### config.mk
export PLATFORM = sky130hd
export DESIGN_NAME = alarm_rom_arbiter
export DESIGN_NICKNAME = d
export VERILOG_FILES = /design/src/rtl/alarm_rom_arbiter.sv
export SDC_FILE = /design/constraint.sdc
export NUM_CORES = 1
export LEC_CHECK = 0
export CAP_MARGIN = 15
export CORE_AREA = 2 2 88 90
export CTS_BUF_LIST = sky130_fd_sc_hd__clkbuf_16
export CTS_CLUSTER_SIZE = 40
export DETAILED_ROUTE_END_ITERATION = 12
export DIE_AREA = 0 0 90 92
export DONT_BUFFER_PORTS = 1
export SYNTH_ARGS = -nofsm -noshare
export SYNTH_HDL_FRONTEND = slang
export SYNTH_SLANG_ARGS = --single-unit
### constraint.sdc
create_clock -name clk -period 2 [get_ports clk]
set_input_delay 0.5 -clock clk [delete_from_list [all_inputs] [get_ports clk]]
set_output_delay 0.5 -clock clk [all_outputs]
set_load 0.02 [all_outputs]
### src/rtl/alarm_rom_arbiter.sv
// Two-requester arbiter in front of a single-port on-chip memory: m0 (CPU, read/write)
// and m1 (tone player, read-only) are served one transaction at a time, round-robin on ties.
module alarm_rom_arbiter #(
    parameter int unsigned DEPTH  = 20480,
    parameter int unsigned ADDR_W = 15
) (
    input  logic              clk,
    input  logic              reset,
    input  logic [ADDR_W-1:0] m0_address,
    input  logic              m0_read,
    input  logic              m0_write,
    input  logic [3:0]        m0_byteenable,
    input  logic [31:0]       m0_writedata,
    output logic              m0_waitrequest,
    output logic [31:0]       m0_readdata,
    output logic              m0_readdatavalid,
    input  logic [ADDR_W-1:0] m1_address,
    input  logic              m1_read,
    output logic              m1_waitrequest,
    output logic [31:0]       m1_readdata,
    output logic              m1_readdatavalid,
    output logic [ADDR_W-1:0] mem_address,
    output logic              mem_chipselect,
    output logic              mem_write,
    output logic              mem_debugaccess,
    output logic [3:0]        mem_byteenable,
    output logic [31:0]       mem_writedata,
    input  logic [31:0]       mem_readdata,
    output logic              err_sticky,
    input  logic              err_clear
);

    typedef enum logic [1:0] {IDLE, ISSUE, DATA} state_t;

    localparam logic [32:0] DEPTH_EXT = 33'(DEPTH);

    state_t              state_q, state_d;
    logic                winner_q, winner_d;
    logic [ADDR_W-1:0]   addr_q, addr_d;
    logic [3:0]          be_q, be_d;
    logic [31:0]         wdata_q, wdata_d;
    logic                isWrite_q, isWrite_d;
    logic                rrLast_q, rrLast_d;
    logic                err_q, err_d;
    logic                pend0, pend1, winSel, inRange;

    always_ff @(posedge clk) begin
        if (reset) begin
            state_q   <= IDLE;
            winner_q  <= 1'b0;
            addr_q    <= '0;
            be_q      <= '0;
            wdata_q   <= '0;
            isWrite_q <= 1'b0;
            rrLast_q  <= 1'b1;
            err_q     <= 1'b0;
        end else begin
            state_q   <= state_d;
            winner_q  <= winner_d;
            addr_q    <= addr_d;
            be_q      <= be_d;
            wdata_q   <= wdata_d;
            isWrite_q <= isWrite_d;
            rrLast_q  <= rrLast_d;
            err_q     <= err_d;
        end
    end

    always_comb begin
        state_d          = state_q;
        winner_d         = winner_q;
        addr_d           = addr_q;
        be_d             = be_q;
        wdata_d          = wdata_q;
        isWrite_d        = isWrite_q;
        rrLast_d         = rrLast_q;
        err_d            = err_q;
        pend0            = m0_read | m0_write;
        pend1            = m1_read;
        winSel           = 1'b0;
        inRange          = (33'(addr_q) < DEPTH_EXT);
        m0_waitrequest   = 1'b1;
        m1_waitrequest   = 1'b1;
        m0_readdata      = '0;
        m1_readdata      = '0;
        m0_readdatavalid = 1'b0;
        m1_readdatavalid = 1'b0;
        mem_address      = '0;
        mem_chipselect   = 1'b0;
        mem_write        = 1'b0;
        mem_debugaccess  = 1'b0;
        mem_byteenable   = '0;
        mem_writedata    = '0;

        // A fresh error in ISSUE overrides a simultaneous clear.
        if (err_clear) begin
            err_d = 1'b0;
        end

        case (state_q)
            IDLE: begin
                if (pend0 || pend1) begin
                    winSel    = (pend0 && pend1) ? ~rrLast_q : pend1;
                    winner_d  = winSel;
                    rrLast_d  = winSel;
                    addr_d    = winSel ? m1_address : m0_address;
                    be_d      = winSel ? 4'h0 : m0_byteenable;
                    wdata_d   = winSel ? 32'h0 : m0_writedata;
                    isWrite_d = ~winSel & m0_write;
                    state_d   = ISSUE;
                end
            end
            ISSUE: begin
                mem_address     = addr_q;
                mem_chipselect  = inRange;
                mem_write       = inRange & isWrite_q & ~winner_q;
                mem_debugaccess = inRange & isWrite_q & ~winner_q;
                mem_byteenable  = be_q;
                mem_writedata   = wdata_q;
                m0_waitrequest  = winner_q;
                m1_waitrequest  = ~winner_q;
                if (!inRange) begin
                    err_d = 1'b1;
                end
                state_d = isWrite_q ? IDLE : DATA;
            end
            DATA: begin
                m0_readdatavalid = ~winner_q;
                m1_readdatavalid = winner_q;
                m0_readdata      = (!winner_q && inRange) ? mem_readdata : 32'h0;
                m1_readdata      = (winner_q && inRange) ? mem_readdata : 32'h0;
                state_d          = IDLE;
            end
            default: state_d = IDLE;
        endcase

        // Reset aborts the cycle in flight: no data pulse and no memory write escape.
        if (reset) begin
            m0_waitrequest   = 1'b1;
            m1_waitrequest   = 1'b1;
            m0_readdata      = '0;
            m1_readdata      = '0;
            m0_readdatavalid = 1'b0;
            m1_readdatavalid = 1'b0;
            mem_address      = '0;
            mem_chipselect   = 1'b0;
            mem_write        = 1'b0;
            mem_debugaccess  = 1'b0;
            mem_byteenable   = '0;
            mem_writedata    = '0;
        end
    end

    assign err_sticky = err_q;

endmodule

==> out/results.txt <==
No sink is reached through more buffers than the 2 on the longest clock path. The top-level I/O count is 227. The total grt overflow was 0; the via count of the first global-routing pass was 3120. Starting density of the core: 0.445. TritonCTS built the clock tree.

Setup violations remaining at the end of the flow were counted as 31. The tools report the root buffer cell as sky130_fd_sc_hd__clkbuf_16. The number of antenna-violating nets in the routed design was 0. Share of layout cells above drive strength 1: 0.346. After detailed routing, the total wire length is 12600 um. The fraction of synthesized area in multiplexers is 0, and the total clock buffers created by CTS is 9. Xor/xnor cell area share of the yosys netlist: 0. Prior to clock tree synthesis, the placed netlist has a worst setup slack of 0.158 ns. The power per unit of standard cell area is 857 nW/um^2, and the portion of the clock cycle consumed by the worst path in the final layout is 1.01.

After filler insertion, the fill cell instance count of the layout stands at 678. The tools report the capture point of the critical path as m0_readdata[5]. After synthesis, the mean cell area works out to 7.70 sq um. The summed area of non-filler cells in the final layout is 4320 sq um, and the area fraction in compound gates after synthesis is 0.230. The number of rows in the core area is 32. For the pin with the worst max-slew slack, the measured transition is 0.677 ns. In this run the critical register-to-register path is captured at addr_q[1]. The tools report the standby leakage power as 0.00178 uW. In this run the standard cell core region covers 7450 sq um.

At the end of the flow, the number of nets in the layout was 528. The tools report the number of pins with negative max-slew slack in the final report as 0. The number of nets handed over by synthesis was 535. The checks that failed: setup timing. The run gives 0 as the diode insertion count for antenna repair.

The routed wire length per instance is 23.8 um. The clock reaches the later pin of the worst-skew pair after 0.32 ns. From synthesis to final layout, the design area changed by 30.3%. In the routed design, unresolved DRC markers number 0. The number of buffers inserted by port buffering works out to 0.

The startpoint of the lowest-slack register-to-register path is state_q[0]. After clock tree synthesis, the clock-pin slew on the worst setup and hold paths is 0.05 ns. For the number of hold violations in the final report, the log shows 0. The launch point of the worst path was addr_q[12]. The overall power of the completed layout was 3710 uW; the minimum clock period after layout was 2.03 ns. The worst setup path is captured at a primary output. The number of cells on the worst reg-to-reg path is 3. Data on the critical path is required at its endpoint by 1.50 ns. At the end of routability-driven placement, the weighted congestion stood at 0.812. For the number of antenna violations at the first check in global routing, the log shows 0. The number of synthesized register bits was 57.

The routed via count divided by cell count was 6.56. The path class of the tightest hold or removal check is in2reg. The detailed placer's ending HPWL was 7630 um; the die width was 90 um.

The tools report the remaining max-slew budget at the tightest pin as 0.549. Buffers inserted to repair hold after CTS numbered 0. The tools report the number of warning messages in the yosys log as 0. The logs give 0.344 for the post-synthesis sequential area ratio and 4 for the first-pass detailed-route iteration total. The critical path launch point type is a flip-flop. STA puts the critical path data arrival time at 1.53 ns. For the clock sink count, the log shows 57. Across the run, the number of max-cap violations was 0.

The overall track demand over capacity in global routing is 0.266. Setup slack on the worst reg-to-reg path comes out at 0.47 ns. The main combinational cell family by area after synthesis was simple AND/OR/NAND/NOR gates. Once placement finished, the instance area stood at 3390 sq um.

Static timing analysis puts the maximum clock frequency at 494 MHz. The area share of fa/ha/maj cells after synthesis works out to 0. Along the worst path, the maximum fanout reaches 8. In the synthesized netlist, the number of instances is 431.

Setup repair after global routing could not meet its margin everywhere. By startpoint and endpoint, the worst setup path is classified as reg2out. The tools report the clock skew as 0.00978 ns.

From bottom edge to top edge, the die measures 92 um. The global-route wire length before repair was 17500 um. The clock tree synthesis step divided the H-tree into 3 levels. IR analysis of the VDD net gives a maximum drop of 0.598 mV. For the cell area after technology mapping, the log shows 3320 sq um. The floorplan step defined a die boundary enclosing 8280 sq um. Entering global routing, the biggest net connects 53 pins. For this block, the initial DRC count from the detailed router was 259. The simple logic cell fraction of the synthesized area works out to 0.338.

The total via count after detailed routing came out at 3477. Synthesis instantiated 31 different standard cells from the library. The tools report the least setup slack across all paths after layout as -0.0263 ns. The flow ran to the end, but the final reports show violations.
==> worst min-delay path by stage <==
stage,startpoint,endpoint,slack (ns),cells past startpoint
after global placement,isWrite_q,state_q[1],0.44,1
after CTS,reset,addr_q[14],0.23,1
after detailed placement,isWrite_q,state_q[1],0.44,1
after global routing,reset,addr_q[14],0.24,1
after floorplan,isWrite_q,state_q[1],0.40,1
final,reset,addr_q[14],0.25,1
==> critical path, stage by stage, from the launching register on <==
cell and delay [ns]:
sky130_fd_sc_hd__dfxtp_2 0.32, sky130_fd_sc_hd__o21a_1 0.22, sky130_fd_sc_hd__nor2_4 0.12, sky130_fd_sc_hd__buf_6 0.11, sky130_fd_sc_hd__buf_8 0.12, sky130_fd_sc_hd__and3_4 0.19, sky130_fd_sc_hd__buf_6 0.11
==> Yosys cell counts <==
master | number | area [sq um]
sky130_fd_sc_hd__nand2_1 | 3 | 11.3
sky130_fd_sc_hd__buf_6 | 5 | 56.3
sky130_fd_sc_hd__nor2_1 | 5 | 18.8
sky130_fd_sc_hd__o21a_1 | 2 | 15.0
sky130_fd_sc_hd__buf_4 | 4 | 30.0
sky130_fd_sc_hd__nor2b_1 | 1 | 6.26
sky130_fd_sc_hd__o21ai_0 | 54 | 270
sky130_fd_sc_hd__a21oi_2 | 13 | 114
sky130_fd_sc_hd__clkbuf_1 | 27 | 101
sky130_fd_sc_hd__nor2_2 | 1 | 6.26
sky130_fd_sc_hd__nand2b_1 | 1 | 6.26
sky130_fd_sc_hd__buf_2 | 14 | 70.1
sky130_fd_sc_hd__a21o_1 | 1 | 7.51
sky130_fd_sc_hd__buf_1 | 3 | 11.3
sky130_fd_sc_hd__or3_4 | 1 | 11.3
sky130_fd_sc_hd__nand3_1 | 52 | 260
sky130_fd_sc_hd__nor2_8 | 1 | 20.0
sky130_fd_sc_hd__a21oi_1 | 40 | 200
sky130_fd_sc_hd__or2_1 | 1 | 6.26
sky130_fd_sc_hd__o21ai_2 | 1 | 8.76
sky130_fd_sc_hd__a31o_2 | 1 | 8.76
sky130_fd_sc_hd__clkbuf_2 | 3 | 15.0
sky130_fd_sc_hd__o32ai_1 | 1 | 8.76
sky130_fd_sc_hd__and2_1 | 3 | 18.8
sky130_fd_sc_hd__and3_1 | 116 | 726
sky130_fd_sc_hd__nand2_2 | 1 | 6.26
sky130_fd_sc_hd__a311oi_1 | 15 | 131
sky130_fd_sc_hd__nor3_2 | 1 | 10.0
sky130_fd_sc_hd__nor3b_2 | 1 | 12.5
sky130_fd_sc_hd__inv_1 | 2 | 7.51
sky130_fd_sc_hd__dfxtp_1 | 57 | 1140
==> through the flow <==
stage / hold slack, ns / setup TNS, ns / utilization / cells
after global placement: 0.442 / 0 / 0.456 / 501
after CTS: 0.235 / -0.543 / 0.540 / 526
after detailed placement: 0.439 / 0 / 0.456 / 501
final: 0.245 / -0.504 / 0.580 / 530
after global routing: 0.236 / -3.36 / 0.580 / 530
after floorplan: 0.400 / 0 / - / 431
==> cell families after synthesis <==
| kind of cell | after synthesis |
|---|---|
| compound gates | 128 |
| buf+inv | 58 |
| flops | 57 |
| simple gates | 188 |
==> where the power goes <==
| group | internal (uW) | switching [uW] | total, uW | leakage [uW] |
|---|---|---|---|---|
| Sequential | 1260 | 71.3 | 1330 | 0.000473 |
| Combinational | 310 | 468 | 778 | 0.00116 |
| Clock | 1080 | 524 | 1600 | 0.000153 |
==> registers in the layout, summed over array words and instances, names as in the netlist <==
signal,cells
isWrite_q,1
state_q,2
winner_q,1
err_sticky,1
addr_q,15
rrLast_q,1
wdata_q,32
be_q,4
==> cell usage in the layout (no fill, tap or decap), types with 11 or more instances in the layout <==
cell type                    n
sky130_fd_sc_hd__buf_6      11
sky130_fd_sc_hd__o21ai_0    53
sky130_fd_sc_hd__buf_4      16
sky130_fd_sc_hd__nand3_1    52
sky130_fd_sc_hd__dfxtp_1    51
sky130_fd_sc_hd__a21oi_1    40
sky130_fd_sc_hd__a311oi_1   15
sky130_fd_sc_hd__clkbuf_16  13
sky130_fd_sc_hd__and3_1     52
sky130_fd_sc_hd__a21oi_2    13
sky130_fd_sc_hd__and3_4     61
==> metal layers <==
layer	vias to the layer above	routed length, um	GRT usage
met2	190	6080	0.427
met5	-	0	0
met1	1678	4970	0.321
li1	1573	-	-
met4	0	461	0.137
met3	36	1080	0.0822
==> area by class of cell <==
class                           count  area [sq um]  share of cell area
Clock buffer                        9           225              0.0521
Sequential cell                    57          1150               0.267
Timing Repair Buffer               38           499               0.115
Clock inverter                      6          82.6              0.0191
Tap cell                          102           128              0.0295
Multi-Input combinational cell    316          2230               0.515
Inverter                            2          7.51             0.00174
==> repair_timing <==
item                                    4_1_cts  5_1_grt
setup buffers                                 7        0
gates cloned                                  3        4
pin swaps                                     8       25
resized for setup                            92       59
endpoints found under the setup margin      102      104
Power figures use the tool's default switching activity.
